`config.mk`:
```
export PLATFORM = sky130hd
export DESIGN_NAME = instr_issue_sequencer
export DESIGN_NICKNAME = d
export VERILOG_FILES = /design/src/rtl/issue_pkg.sv /design/src/rtl/instr_fifo.sv /design/src/rtl/instr_issue_sequencer.sv
export SDC_FILE = /design/constraint.sdc
export NUM_CORES = 1
export LEC_CHECK = 0
export BUFFER_PORTS_ARGS = -buffer_cell sky130_fd_sc_hd__buf_2
export CAP_MARGIN = 20
export CORE_MARGIN = 2
export CORE_UTILIZATION = 58
export DETAILED_ROUTE_END_ITERATION = 6
export GPL_TIMING_DRIVEN = 0
export MAX_ROUTING_LAYER = met4
export PLACE_DENSITY = 0.87
export SLEW_MARGIN = 0
export SYNTH_ARGS = -nofsm -noshare
export SYNTH_HDL_FRONTEND = slang
export SYNTH_SLANG_ARGS = --single-unit
```
`constraint.sdc`:
```
create_clock -name clk -period 4.12 [get_ports clk]
set_input_delay 0.206 -clock clk [delete_from_list [all_inputs] [get_ports clk]]
set_output_delay 0.206 -clock clk [all_outputs]
set_load 0.02 [all_outputs]
```
`src/rtl/issue_pkg.sv`:
```
// Shared definitions for the instruction issue sequencer: state encoding,
// instruction width and the canonical RISC-V NOP.
package issue_pkg;

    localparam int INSTR_W = 32;
    localparam logic [INSTR_W-1:0] NOP = 32'h00000013;

    typedef enum logic [1:0] {
        IDLE  = 2'd0,
        ISSUE = 2'd1,
        WAIT  = 2'd2,
        ERROR = 2'd3
    } state_t;

endpackage

```
`src/rtl/instr_fifo.sv`:
```
// Synchronous FIFO with a show-ahead head; push is refused when full and pop
// is ignored when empty, so callers may drive them without extra gating.
module instr_fifo #(
    parameter int DEPTH = 8,
    parameter int W     = 32
) (
    input  logic                     clk,
    input  logic                     reset,
    input  logic                     push,
    input  logic                     pop,
    input  logic [W-1:0]             din,
    output logic [W-1:0]             dout,
    output logic [$clog2(DEPTH):0]   count,
    output logic                     full,
    output logic                     empty
);

    localparam int AW = $clog2(DEPTH);

    logic [W-1:0]  r_mem [DEPTH];
    logic [AW-1:0] r_wr;
    logic [AW-1:0] r_rd;
    logic [AW:0]   r_cnt;
    logic          w_push;
    logic          w_pop;

    assign full   = (r_cnt == (AW+1)'(DEPTH));
    assign empty  = (r_cnt == '0);
    assign w_push = push & ~full;
    assign w_pop  = pop & ~empty;
    assign dout   = r_mem[r_rd];
    assign count  = r_cnt;

    // Pointers are AW bits wide, so they wrap modulo DEPTH for free.
    always_ff @(posedge clk or negedge reset) begin
        if (!reset) begin
            r_wr  <= '0;
            r_rd  <= '0;
            r_cnt <= '0;
        end else begin
            if (w_push) r_wr <= r_wr + 1'b1;
            if (w_pop)  r_rd <= r_rd + 1'b1;
            case ({w_push, w_pop})
                2'b10:   r_cnt <= r_cnt + 1'b1;
                2'b01:   r_cnt <= r_cnt - 1'b1;
                default: r_cnt <= r_cnt;
            endcase
        end
    end

    always_ff @(posedge clk) begin
        if (w_push) r_mem[r_wr] <= din;
    end

endmodule

```
`src/rtl/instr_issue_sequencer.sv`:
```
// Buffers host instruction words and issues them to the core one at a time,
// waiting for completion, with a watchdog and statistics counters.
module instr_issue_sequencer
    import issue_pkg::*;
#(
    parameter int DEPTH   = 8,
    parameter int TIMEOUT = 64
) (
    input  logic                   clk,
    input  logic                   reset,
    input  logic [INSTR_W-1:0]     hostInstruction,
    input  logic                   hostValid,
    output logic                   hostReady,
    input  logic                   enable,
    input  logic                   clearError,
    output logic [INSTR_W-1:0]     instruction,
    output logic                   validInstruction,
    input  logic                   completeInstruction,
    output logic                   busy,
    output logic [$clog2(DEPTH):0] fifoCount,
    output logic [31:0]            issuedCount,
    output logic [31:0]            completedCount,
    output logic [31:0]            stallCycles,
    output logic                   timeoutError
);

    localparam int WCW = $clog2(TIMEOUT) + 1;
    localparam logic [WCW-1:0] WAIT_LAST = WCW'(TIMEOUT - 1);

    state_t               r_state;
    state_t               w_next;
    logic [WCW-1:0]       r_waitCnt;
    logic [INSTR_W-1:0]   w_head;
    logic                 w_full;
    logic                 w_empty;
    logic                 w_canIssue;
    logic                 w_issue;
    logic                 w_complete;
    logic                 w_stall;
    logic                 w_timeout;
    logic                 w_clrErr;

    instr_fifo #(.DEPTH(DEPTH), .W(INSTR_W)) u_fifo (
        .clk   (clk),
        .reset (reset),
        .push  (hostValid),
        .pop   (w_issue),
        .din   (hostInstruction),
        .dout  (w_head),
        .count (fifoCount),
        .full  (w_full),
        .empty (w_empty)
    );

    assign hostReady  = ~w_full;
    assign busy       = (r_state == ISSUE) || (r_state == WAIT);
    assign w_canIssue = ~w_empty & enable;

    always_ff @(posedge clk or negedge reset) begin
        if (!reset) r_state <= IDLE;
        else        r_state <= w_next;
    end

    always_comb begin
        w_next     = r_state;
        w_issue    = 1'b0;
        w_complete = 1'b0;
        w_stall    = 1'b0;
        w_timeout  = 1'b0;
        w_clrErr   = 1'b0;
        case (r_state)
            IDLE: begin
                if (w_canIssue) begin
                    w_issue = 1'b1;
                    w_next  = ISSUE;
                end
            end
            ISSUE: w_next = WAIT;
            WAIT: begin
                if (completeInstruction) begin
                    w_complete = 1'b1;
                    if (w_canIssue) begin
                        w_issue = 1'b1;
                        w_next  = ISSUE;
                    end else begin
                        w_next  = IDLE;
                    end
                end else begin
                    w_stall = 1'b1;
                    if (r_waitCnt == WAIT_LAST) begin
                        w_timeout = 1'b1;
                        w_next    = ERROR;
                    end
                end
            end
            ERROR: begin
                if (clearError) begin
                    w_clrErr = 1'b1;
                    w_next   = IDLE;
                end
            end
            default: w_next = IDLE;
        endcase
    end

    always_ff @(posedge clk or negedge reset) begin
        if (!reset) begin
            instruction      <= '0;
            validInstruction <= 1'b0;
            issuedCount      <= '0;
            completedCount   <= '0;
            stallCycles      <= '0;
            timeoutError     <= 1'b0;
            r_waitCnt        <= '0;
        end else begin
            validInstruction <= w_issue;
            if (w_issue) instruction <= w_head;
            issuedCount    <= issuedCount + 32'(w_issue);
            completedCount <= completedCount + 32'(w_complete);
            stallCycles    <= stallCycles + 32'(w_stall);
            // The watchdog window restarts on every issue.
            if (r_state == ISSUE) r_waitCnt <= '0;
            else if (w_stall)     r_waitCnt <= r_waitCnt + 1'b1;
            if (w_timeout)        timeoutError <= 1'b1;
            else if (w_clrErr)    timeoutError <= 1'b0;
        end
    end

endmodule

```
==> impl_metrics.toml, run 1 <==
[status]
status = "finished, final reports clean"

[floorplanning]
initial_core_util_pct = 58.4
dieArea_um2 = 29200
die_height_um = 171
row_count = 61
core_area_um2 = 27600
ios = 174
die_width_um = 171

[clocking]
postCtsHoldBufs = 35
cts_num_sinks = 405
cts-root-buf = "clkbuf_16"
ctsResizeCount = 0
htreeDepth = 2
insertion_delay_ns = 0.55
path_clk_slew_ns = 0.06
tritoncts = "yes"
clockBufferDepth = 3
cts-buffers-inserted = 40
postCtsSetupBuffers = 0

[logic_synthesis]
synth_seq_cells = 405
syn_avg_cell_area_um2 = 16.6
synth_async_sr_flop_share_pct = 36.8
post-synth-top-area-cell = "edfxtp_1"
synthAdderAreaFrac_pct = 1.32
synthDistinctLibCells = 46
yosys.area_share.simple_pct = 8.29
synthCells = 970
yosysMostFrequentCell = "edfxtp_1"
synth_top_family_by_area = "multiplexers"
synth-xor-area-share_pct = 5.64
synth_top_area_share_pct = 47.6
yosysSeqAreaShare_pct = 70.7
ys.flop_type = "edfxtp_1"
yosys_warnings = 0
synthTopCellsByCount = "edfxtp_1 (256), dfrtp_1 (149), mux4_2 (64)"
synth_area_leaders = "edfxtp_1 (48%), dfrtp_1 (23%), mux4_2 (8.9%)"
syn_nets = 1025
netlist_area_um2 = 16100
muxShareOfSynthArea_pct = 11.1
synth_compound_area_share_pct = 1.60
synth-edff-count = 256

[timing]
layout_min_cycle_time_ns = 3.82
skew_ns = 0.0302
fmax_mhz = 262
relSlewSlack_pct = 38.1
finalHoldViolCount = 0
setup_violations = 0
rsz0062_at_grt = "false"
min_period_over_period_pct = 92.7
holdWs_ns = 0.0170
worst_pin_slew_ns = 0.929
finalMaxSlewViolations = 0
finalSetupTns_ns = 0

[power_and_ir_drop]
p_leak_nw = 7.79
ir_worst_vdd_v = 0.000504
total_power_mw = 12.7
power.density_nw_per_um2 = 648

[cells_and_area]
ff_latch_area_um2 = 11400
stdcell_count = 1644
area_delta_synth_final_pct = 21.1
multi_input_area_um2 = 4570
fin_util_pct = 70.7
drive_above_1_share_pct = 28.0
n_fill_cell = 1729
fin_nets = 1289

[routing]
via_count = 9594
routed_wl_um = 36600
drt_iter0_drc = 761
ant_nets = 0
drt-vias-per-instance = 5.84
wire_per_inst_um = 22.3
drc = 0
firstDrtPassIters = 6

[hold_path]
hp-class = "primary input to flop"

[critical_path]
crit_fanout = 11
criticalPathCategory = "flop to flop"
setup.worst_path.end_class = "flop"
worstPathRequired_ns = 4.52
arrival_ns = 4.22
start_kind = "flop"

[flow_run]
maxCapViolCount = 0

[placed_design]
portBuffers = 173
dp_hpwl_um = 22600
place_congestion = 0.832
placed_cells = 1535

[global_routing]
grt_max_degree = 103
antenna_found_initial = 1
grt.overflow.total = 0
grt_usage_pct = 26.6
grt_pass1_wl_um = 56200
grt_pass1_vias = 9757
==> logic make-up (layout without fill, tap and decap cells) <==
kind of cell,Yosys count,count (layout)
AOI/OAI and AO/OA,47,47
muxes,99,99
other,0,1
xor gates and xnor gates,104,104
buffers and inverters,50,345
adders and majority gates,17,17
DFF,405,405
and+or+nand+nor,248,248
==> cell usage in the layout (no fill, tap or decap), types with 9 or more instances in the layout <==
master | netlist | final
a21oi_1 | 40 | 40
and2_1 | 16 | 16
and3_1 | 9 | 9
buf_2 | 12 | 184
clkbuf_1 | 18 | 22
clkbuf_16 | 0 | 41
clkinv_2 | 0 | 9
dfrtp_1 | 149 | 149
dlygate4sd3_1 | 0 | 35
edfxtp_1 | 256 | 256
ha_1 | 17 | 17
inv_1 | 10 | 10
mux2i_1 | 32 | 32
mux4_2 | 64 | 64
nand2_1 | 41 | 41
nand3_1 | 30 | 30
nand4_1 | 32 | 32
nor2_1 | 61 | 55
nor3_1 | 15 | 13
nor4_1 | 13 | 13
xnor2_1 | 55 | 55
xor2_1 | 49 | 49
==> worst max-delay path, cell delays in order (launching register included) <==
cell and delay, ns:
dfrtp_1 0.42, inv_1 0.13, ha_1 0.22, a21oi_1 0.12, nor2_1 0.48, buf_2 0.36
buf_1 0.71, ha_1 0.37, xor2_1 0.10, ha_1 0.20, a21oi_1 0.17, xor2_1 0.18
nor2_1 0.07, xor2_1 0.15
==> power breakdown <==
group          switching [mW]  total (mW)  internal (mW)  leakage [nW]
Sequential              0.368        5.40           5.03          4.23
Clock                    1.54        3.81           2.27         0.681
Combinational            2.04        3.47           1.43          2.87
Total                    3.95        12.7           8.73          7.79
==> worst paths after layout <==
check | start | depth (start not counted) | to | slack [ns]
worst max-delay path | r_state[0]$_DFFE_PN0P_ | 13 | u_fifo.count[2]$_DFFE_PN0P_ | 0.30
worst min-delay path | enable | 3 | validInstruction$_DFF_PN0_ | 0.02
worst max register to register | r_state[0]$_DFFE_PN0P_ | 13 | u_fifo.count[2]$_DFFE_PN0P_ | 0.30
worst min register to register | stallCycles[31]$_DFF_PN0_ | 1 | stallCycles[31]$_DFF_PN0_ | 0.47
max in group asynchronous | reset | 3 | instruction[25]$_DFFE_PN0N_ | 3.08
min in group asynchronous | reset | 2 | completedCount[17]$_DFF_PN0_ | 0.19
==> routing by layer <==
layer / track usage [%] / up-vias / wire length, um
met5: - / - / 0
met4: 8.00 / 0 / 920
met3: 4.28 / 72 / 2590
met2: 45.6 / 411 / 19100
met1: 32.8 / 4898 / 14000
li1: - / 4213 / -
==> registers in the layout (all words and copies together), names as in the netlist <==
name,count
issuedCount,32
instruction,32
r_state,2
u_fifo.count,4
timeoutError,1
u_fifo.r_rd,3
u_fifo.r_mem,256
stallCycles,32
completedCount,32
r_waitCnt,7
validInstruction,1
u_fifo.r_wr,3
==> through the flow <==
stage,area (um2),setup WS (ns)
after floorplan,16100,0.133
after global placement,17500,-1.81
after detailed placement,17800,0.430
after CTS,19500,0.275
after global routing,19500,0.0305
final,19500,0.303
==> cell type report <==
cell class	count	share of cell area [%]
sequential	405	58.4
multi-input combinational	515	23.4
timing repair buffer	222	7.55
clock buffer	48	5.54
tap	378	2.42
clock inverter	25	1.63
buffer	39	0.864
inverter	11	0.211
antenna	1	0.0128
Note: power is estimated with default switching activity, not from simulation.
==> inputs of run 2 (changes only) <==
SYNTH_HIERARCHICAL = 1   (was unset)
==> run 2 against run 1 <==
Effect of this change: die area rose by 0.86%; clock-buffer cell count rose by 3; routed wire length fell by 7.5%; critical path type unchanged; critical endpoint is now u_fifo/count[3]$_DFFE_PN0P_; highest routed layer unchanged.
==> impl_metrics.toml, run 2 <==
[cells_and_area]
drive_above_1_share_pct = 31.3
top_register = "u_fifo/r_mem"
layout_common_cells = "edfxtp_1 (256), buf_2 (179), dfrtp_1 (149)"
final_area_um2 = 19600
fin_nets = 1241
largest_reg_flops = 256
fin_util_pct = 70.8
n_fill_cell = 1683
area_delta_synth_final_pct = 20.5
final_common_cell = "edfxtp_1"

[critical_path]
path_delay_family = "simple AND/OR/NAND/NOR gates"
setup.worst_path.end_class = "flop"
start_kind = "flop"
worstPathRequired_ns = 4.51
crit_fanout = 13
cpMaxStageDelayCell = "or4b_1"
path_cells = "inv_1, ha_1, and2_1, nor2_1, nor2_2, buf_2, o41ai_2, inv_2, ha_1, ha_1, or4b_1, o311ai_0, o211ai_1"
cpPeakStageDelay_ns = 0.52
criticalPathCategory = "flop to flop"
crit_path_frequent_cell = "ha_1"
cp_num_buf_inv = 3
arrival_ns = 4.18

[global_routing]
grt_max_degree = 76
grt.overflow.total = 0
grt_pass1_wl_um = 51500
grt_pass1_vias = 9248
antenna_found_initial = 1
grt_usage_pct = 23.9

[routing]
firstDrtPassIters = 5
drt_iter0_drc = 738
via_count = 9115
drt-vias-per-instance = 5.71
drc = 0
wire_per_inst_um = 21.2
routed_wl_um = 33800
ant_nets = 0

[timing]
worst_pin_slew_ns = 0.817
relSlewSlack_pct = 45.5
setup_violations = 0
finalMaxSlewViolations = 0
skew_ns = 0.0192
min_period_over_period_pct = 91.8
fmax_mhz = 264
finalHoldViolCount = 0
rsz0062_at_grt = "false"
layout_min_cycle_time_ns = 3.78

[clocking]
tritoncts = "yes"
postCtsSetupBuffers = 0
htreeDepth = 2
path_clk_slew_ns = 0.06
cts-buffers-inserted = 40
cts_num_sinks = 405
clockBufferDepth = 3
cts-root-buf = "clkbuf_16"
insertion_delay_ns = 0.53

[logic_synthesis]
ys.flop_type = "edfxtp_1"
synth_async_sr_flop_share_pct = 36.8
synth_seq_cells = 405
netlist_area_um2 = 16300
synthAdderAreaFrac_pct = 1.51
synth_top_family_by_area = "multiplexers"
syn_nets = 976
muxShareOfSynthArea_pct = 13.7
synth_compound_area_share_pct = 0.799
post-synth-top-area-cell = "edfxtp_1"
synth_area_leaders = "edfxtp_1 (47%), dfrtp_1 (23%), mux4_2 (7.6%)"
syn_avg_cell_area_um2 = 17.7
synth_top_area_share_pct = 47.2
synthCells = 919
synth-xor-area-share_pct = 5.38
synthTopCellsByCount = "edfxtp_1 (256), dfrtp_1 (149), xnor2_1 (72)"
yosys.area_share.simple_pct = 7.22
yosysSeqAreaShare_pct = 70.1
yosys_warnings = 6
synthDistinctLibCells = 49
synth-edff-count = 256
yosysMostFrequentCell = "edfxtp_1"

[hold_path]
hp-class = "primary input to flop"

[floorplanning]
row_count = 61
die_height_um = 172
initial_core_util_pct = 58.8
dieArea_um2 = 29400
die_width_um = 172
ios = 174
core_area_um2 = 27700

[status]
status = "finished, final reports clean"

[placed_design]
dp_hpwl_um = 21300
portBuffers = 173
placedInstanceArea_um2 = 17900
place_congestion = 0.807

[power_and_ir_drop]
total_power_mw = 12.4
power.density_nw_per_um2 = 634
ir_worst_vdd_v = 0.000499
p_leak_nw = 7.80

[flow_run]
maxCapViolCount = 0
-- run 2: changes by cell type in the layout (fill, tap and decap cells not counted), sizes merged, moves of 5 or more --
| cell | before | now |
|---|---|---|
| a21oi | 40 | 8 |
| and2 | 16 | 8 |
| clkbuf | 66 | 61 |
| mux2 | 3 | 66 |
| mux2i | 32 | 1 |
| nand3 | 30 | 41 |
| nor2 | 61 | 28 |
| nor3 | 15 | 10 |
| nor4 | 18 | 6 |
| xnor2 | 55 | 72 |
| xor2 | 49 | 28 |
-- run 2: through the flow --
stage,TNS (ns),worst slack [ns],hold slack (ns),std cells
after floorplan,0,0.498,-0.0896,919
after global placement,-100.58,-1.60,0.451,1470
after detailed placement,0,0.125,0.280,1484
after CTS,0,0.119,0.179,1594
after global routing,0,0.180,0.241,1595
final,0,0.337,0.199,1595
-- run 2: worst min-delay path: cells and delay by family --
kind	cells	cell delay, ns
and+or+nand+nor	3	0.30
buffers and inverters	1	0.10
AOI/OAI and AO/OA	1	0.07
-- run 2: final timing paths --
path                                      startpoint  cells past startpoint  slack (ns)                           to
min reg2reg                issuedCount[31]$_DFF_PN0_                      1        0.47    issuedCount[31]$_DFF_PN0_
max                           r_state[0]$_DFFE_PN0P_                     13        0.34  u_fifo/count[3]$_DFFE_PN0P_
min in group asynchronous                      reset                      2        0.29    stallCycles[31]$_DFF_PN0_
max reg2reg                   r_state[0]$_DFFE_PN0P_                     13        0.34  u_fifo/count[3]$_DFFE_PN0P_
min                                           enable                      5        0.20       r_state[0]$_DFFE_PN0P_
max in group asynchronous                      reset                      3        3.00   u_fifo/r_rd[1]$_DFFE_PN0P_
-- run 2: cells by family after synthesis --
kind of cell,after synthesis
flip-flops,405
XOR/XNOR,100
AO/OA/AOI/OAI,19
adder cells (fa/ha/maj),19
AND/OR/NAND/NOR,204
buffers and inverters,41
multiplexers,131
-- run 2: repair_timing --
action                     CTS  global route
gates resized for setup      0             1
setup endpoints to repair    0             1
hold endpoints to repair   334             0
hold buffers                36             0
-- run 2: report_power, final --
part           switching [mW]  internal [mW]  leakage (nW)  total [mW]
clock                    1.51           2.09         0.646        3.60
combinational            1.90           1.57          2.87        3.47
sequential              0.338           5.03          4.29        5.37
total                    3.75           8.69          7.80        12.4
-- run 2: area by class of cell --
class / count / area [um2] / share of cell area (%)
repair buffers: 223 / 1480 / 7.53
clock buffers: 51 / 1090 / 5.57
inverters: 14 / 52.6 / 0.268
multi-input cells: 473 / 4710 / 24.0
clock inverters: 23 / 235 / 1.20
flip-flops and latches: 405 / 11400 / 58.2
well taps: 378 / 473 / 2.41
plain buffers: 27 / 159 / 0.810
diodes: 1 / 2.50 / 0.0128
-- run 2: routing by layer --
metal	GRT usage (%)	vias up	wire (um)
met5	-	-	0
met4	7.30	0	857
met3	3.57	61	1930
met2	40.2	306	17200
met1	30.6	4664	13900
li1	-	4084	-
==> inputs of run 3 (changes only) <==
==> constraint.sdc (replaced) <==
create_clock -name clk -period 4.12 [get_ports clk]
set_input_delay 0.824 -clock clk [delete_from_list [all_inputs] [get_ports clk]]
set_output_delay 0.824 -clock clk [all_outputs]
set_load 0.02 [all_outputs]
==> run 3 against run 2 <==
Effect of this change: critical endpoint unchanged; register-to-register slack better by 0.04 ns; largest power group unchanged; worst hold slack improved by 0.12 ns; combinational power fell by 1%; clock power about the same; global-route usage shrank 0.73 points; critical path depth unchanged; sequential power hardly changed; total power shrank 0.60%.
==> impl_metrics.toml, run 3 (synthesis results as in run 2) <==
[clocking]
htreeDepth = 2
tritoncts = "yes"
cts-root-buf = "clkbuf_16"
insertion_delay_ns = 0.53
postCtsHoldBufs = 0
cts-buffers-inserted = 40
path_clk_slew_ns = 0.06
clockBufferDepth = 3
postCtsSetupBuffers = 0
cts_num_sinks = 405

[flow_run]
maxCapViolCount = 0

[routing]
drt-vias-per-instance = 5.71
ant_nets = 0
via_count = 8921
firstDrtPassIters = 5
routed_wl_um = 32700
drc = 0
drt_iter0_drc = 798
wire_per_inst_um = 21.0

[cells_and_area]
fin_util_pct = 69.5
drive_above_1_share_pct = 32.2
top_register = "u_fifo/r_mem"
largest_reg_flops = 256
final_common_cell = "edfxtp_1"
fin_nets = 1205
final_area_um2 = 19300
layout_common_cells = "edfxtp_1 (256), buf_2 (179), dfrtp_1 (149)"
n_fill_cell = 1726
area_delta_synth_final_pct = 18.3

[critical_path]
start_kind = "flop"
arrival_ns = 4.13
worstPathRequired_ns = 4.51
setup.worst_path.end_class = "flop"
criticalPathCategory = "flop to flop"
crit_fanout = 13

[power_and_ir_drop]
p_int_mw = 8.66
p_leak_nw = 7.65
power.density_nw_per_um2 = 642
clkPwrFrac_pct = 29.0
combPwrFrac_pct = 27.7
p_seq_share_pct = 43.3
ir_worst_vdd_v = 0.000545
p_sw_share_pct = 29.9
p_switching_mw = 3.70

[timing]
setup_violations = 0
layout_min_cycle_time_ns = 3.74
fmax_mhz = 267
rsz0062_at_grt = "false"
relSlewSlack_pct = 46.4
holdWs_ns = 0.316
finalHoldViolCount = 0
worst_pin_slew_ns = 0.805
skew_ns = 0.0252
min_period_over_period_pct = 90.8
finalMaxSlewViolations = 0

[floorplanning]
ios = 174
dieArea_um2 = 29400
core_area_um2 = 27700
die_height_um = 172
row_count = 61
die_width_um = 172
initial_core_util_pct = 58.8

[hold_path]
hp-class = "primary input to asynchronous set/reset pin"

[global_routing]
grt_usage_pct = 23.2
grt_pass1_wl_um = 50000
grt_max_degree = 76
grt.overflow.total = 0
grt_pass1_vias = 9052
antenna_found_initial = 3

[placed_design]
portBuffers = 173
dp_hpwl_um = 21300
place_congestion = 0.807
placedInstanceArea_um2 = 17900

[status]
status = "finished, final reports clean"
## run 3: layout make-up
type / instances / area [um2] / share of cell area [%]
clock inverter: 23 / 235 / 1.22
inverter: 14 / 52.6 / 0.273
clock buffer: 51 / 1090 / 5.67
multi-input combinational: 473 / 4710 / 24.5
sequential: 405 / 11400 / 59.3
antenna: 3 / 7.51 / 0.0390
timing repair buffer: 187 / 1120 / 5.80
buffer: 27 / 159 / 0.825
tap: 378 / 473 / 2.45
## run 3: timing repair
| action | in CTS | in global routing |
|---|---|---|
| resized for setup | 0 | 1 |
| setup endpoints to repair | 0 | 1 |
| endpoints found under the hold margin | 0 | 0 |
## run 3: power by group through the flow
stage / clock network (mW) / registers [mW] / logic, mW
floorplan: 0 / 5.67 / 2.01
global placement: 0 / 5.42 / 3.20
detailed placement: 0 / 5.43 / 3.45
CTS: 3.65 / 5.36 / 3.48
global route: 3.82 / 5.41 / 3.66
finish: 3.59 / 5.35 / 3.42
## run 3: final timing paths
check	from	to	slack, ns	cells past startpoint
worst max register to register	r_state[0]$_DFFE_PN0P_	u_fifo/count[3]$_DFFE_PN0P_	0.38	13
min in group clk	issuedCount[31]$_DFF_PN0_	issuedCount[31]$_DFF_PN0_	0.47	1
worst min register to register	issuedCount[31]$_DFF_PN0_	issuedCount[31]$_DFF_PN0_	0.47	1
worst max-delay path	r_state[0]$_DFFE_PN0P_	u_fifo/count[3]$_DFFE_PN0P_	0.38	13
max in group asynchronous	reset	u_fifo/r_rd[1]$_DFFE_PN0P_	2.98	2
worst min-delay path	reset	stallCycles[31]$_DFF_PN0_	0.32	1
## run 3: routing by layer
layer / routed length, um / track usage (%) / vias to the layer above
met5: 0 / - / -
li1: - / - / 4014
met1: 13400 / 29.9 / 4536
met3: 2170 / 3.73 / 49
met2: 16600 / 39.0 / 322
met4: 618 / 6.08 / 0
## run 3: critical path: stages (launching register included)
cell      delay [ns]
dfrtp_1         0.41
inv_1           0.13
ha_1            0.21
and2_1          0.19
nor2_1          0.07
nor2_2          0.34
buf_2           0.44
o41ai_2         0.23
inv_2           0.13
ha_1            0.32
ha_1            0.35
or4b_1          0.52
o311ai_0        0.13
o211ai_1        0.14
## run 3: through the flow
step | setup WS (ns) | setup TNS (ns) | instances | total power, mW
after detailed placement | -0.0379 | -0.0379 | 1484 | 8.87
final | 0.380 | 0 | 1561 | 12.4
after CTS | 0.119 | 0 | 1558 | 12.5
after global routing | 0.180 | 0 | 1561 | 12.9
after global placement | -1.79 | -150.94 | 1470 | 8.61
after floorplan | 0.496 | 0 | 919 | 7.67
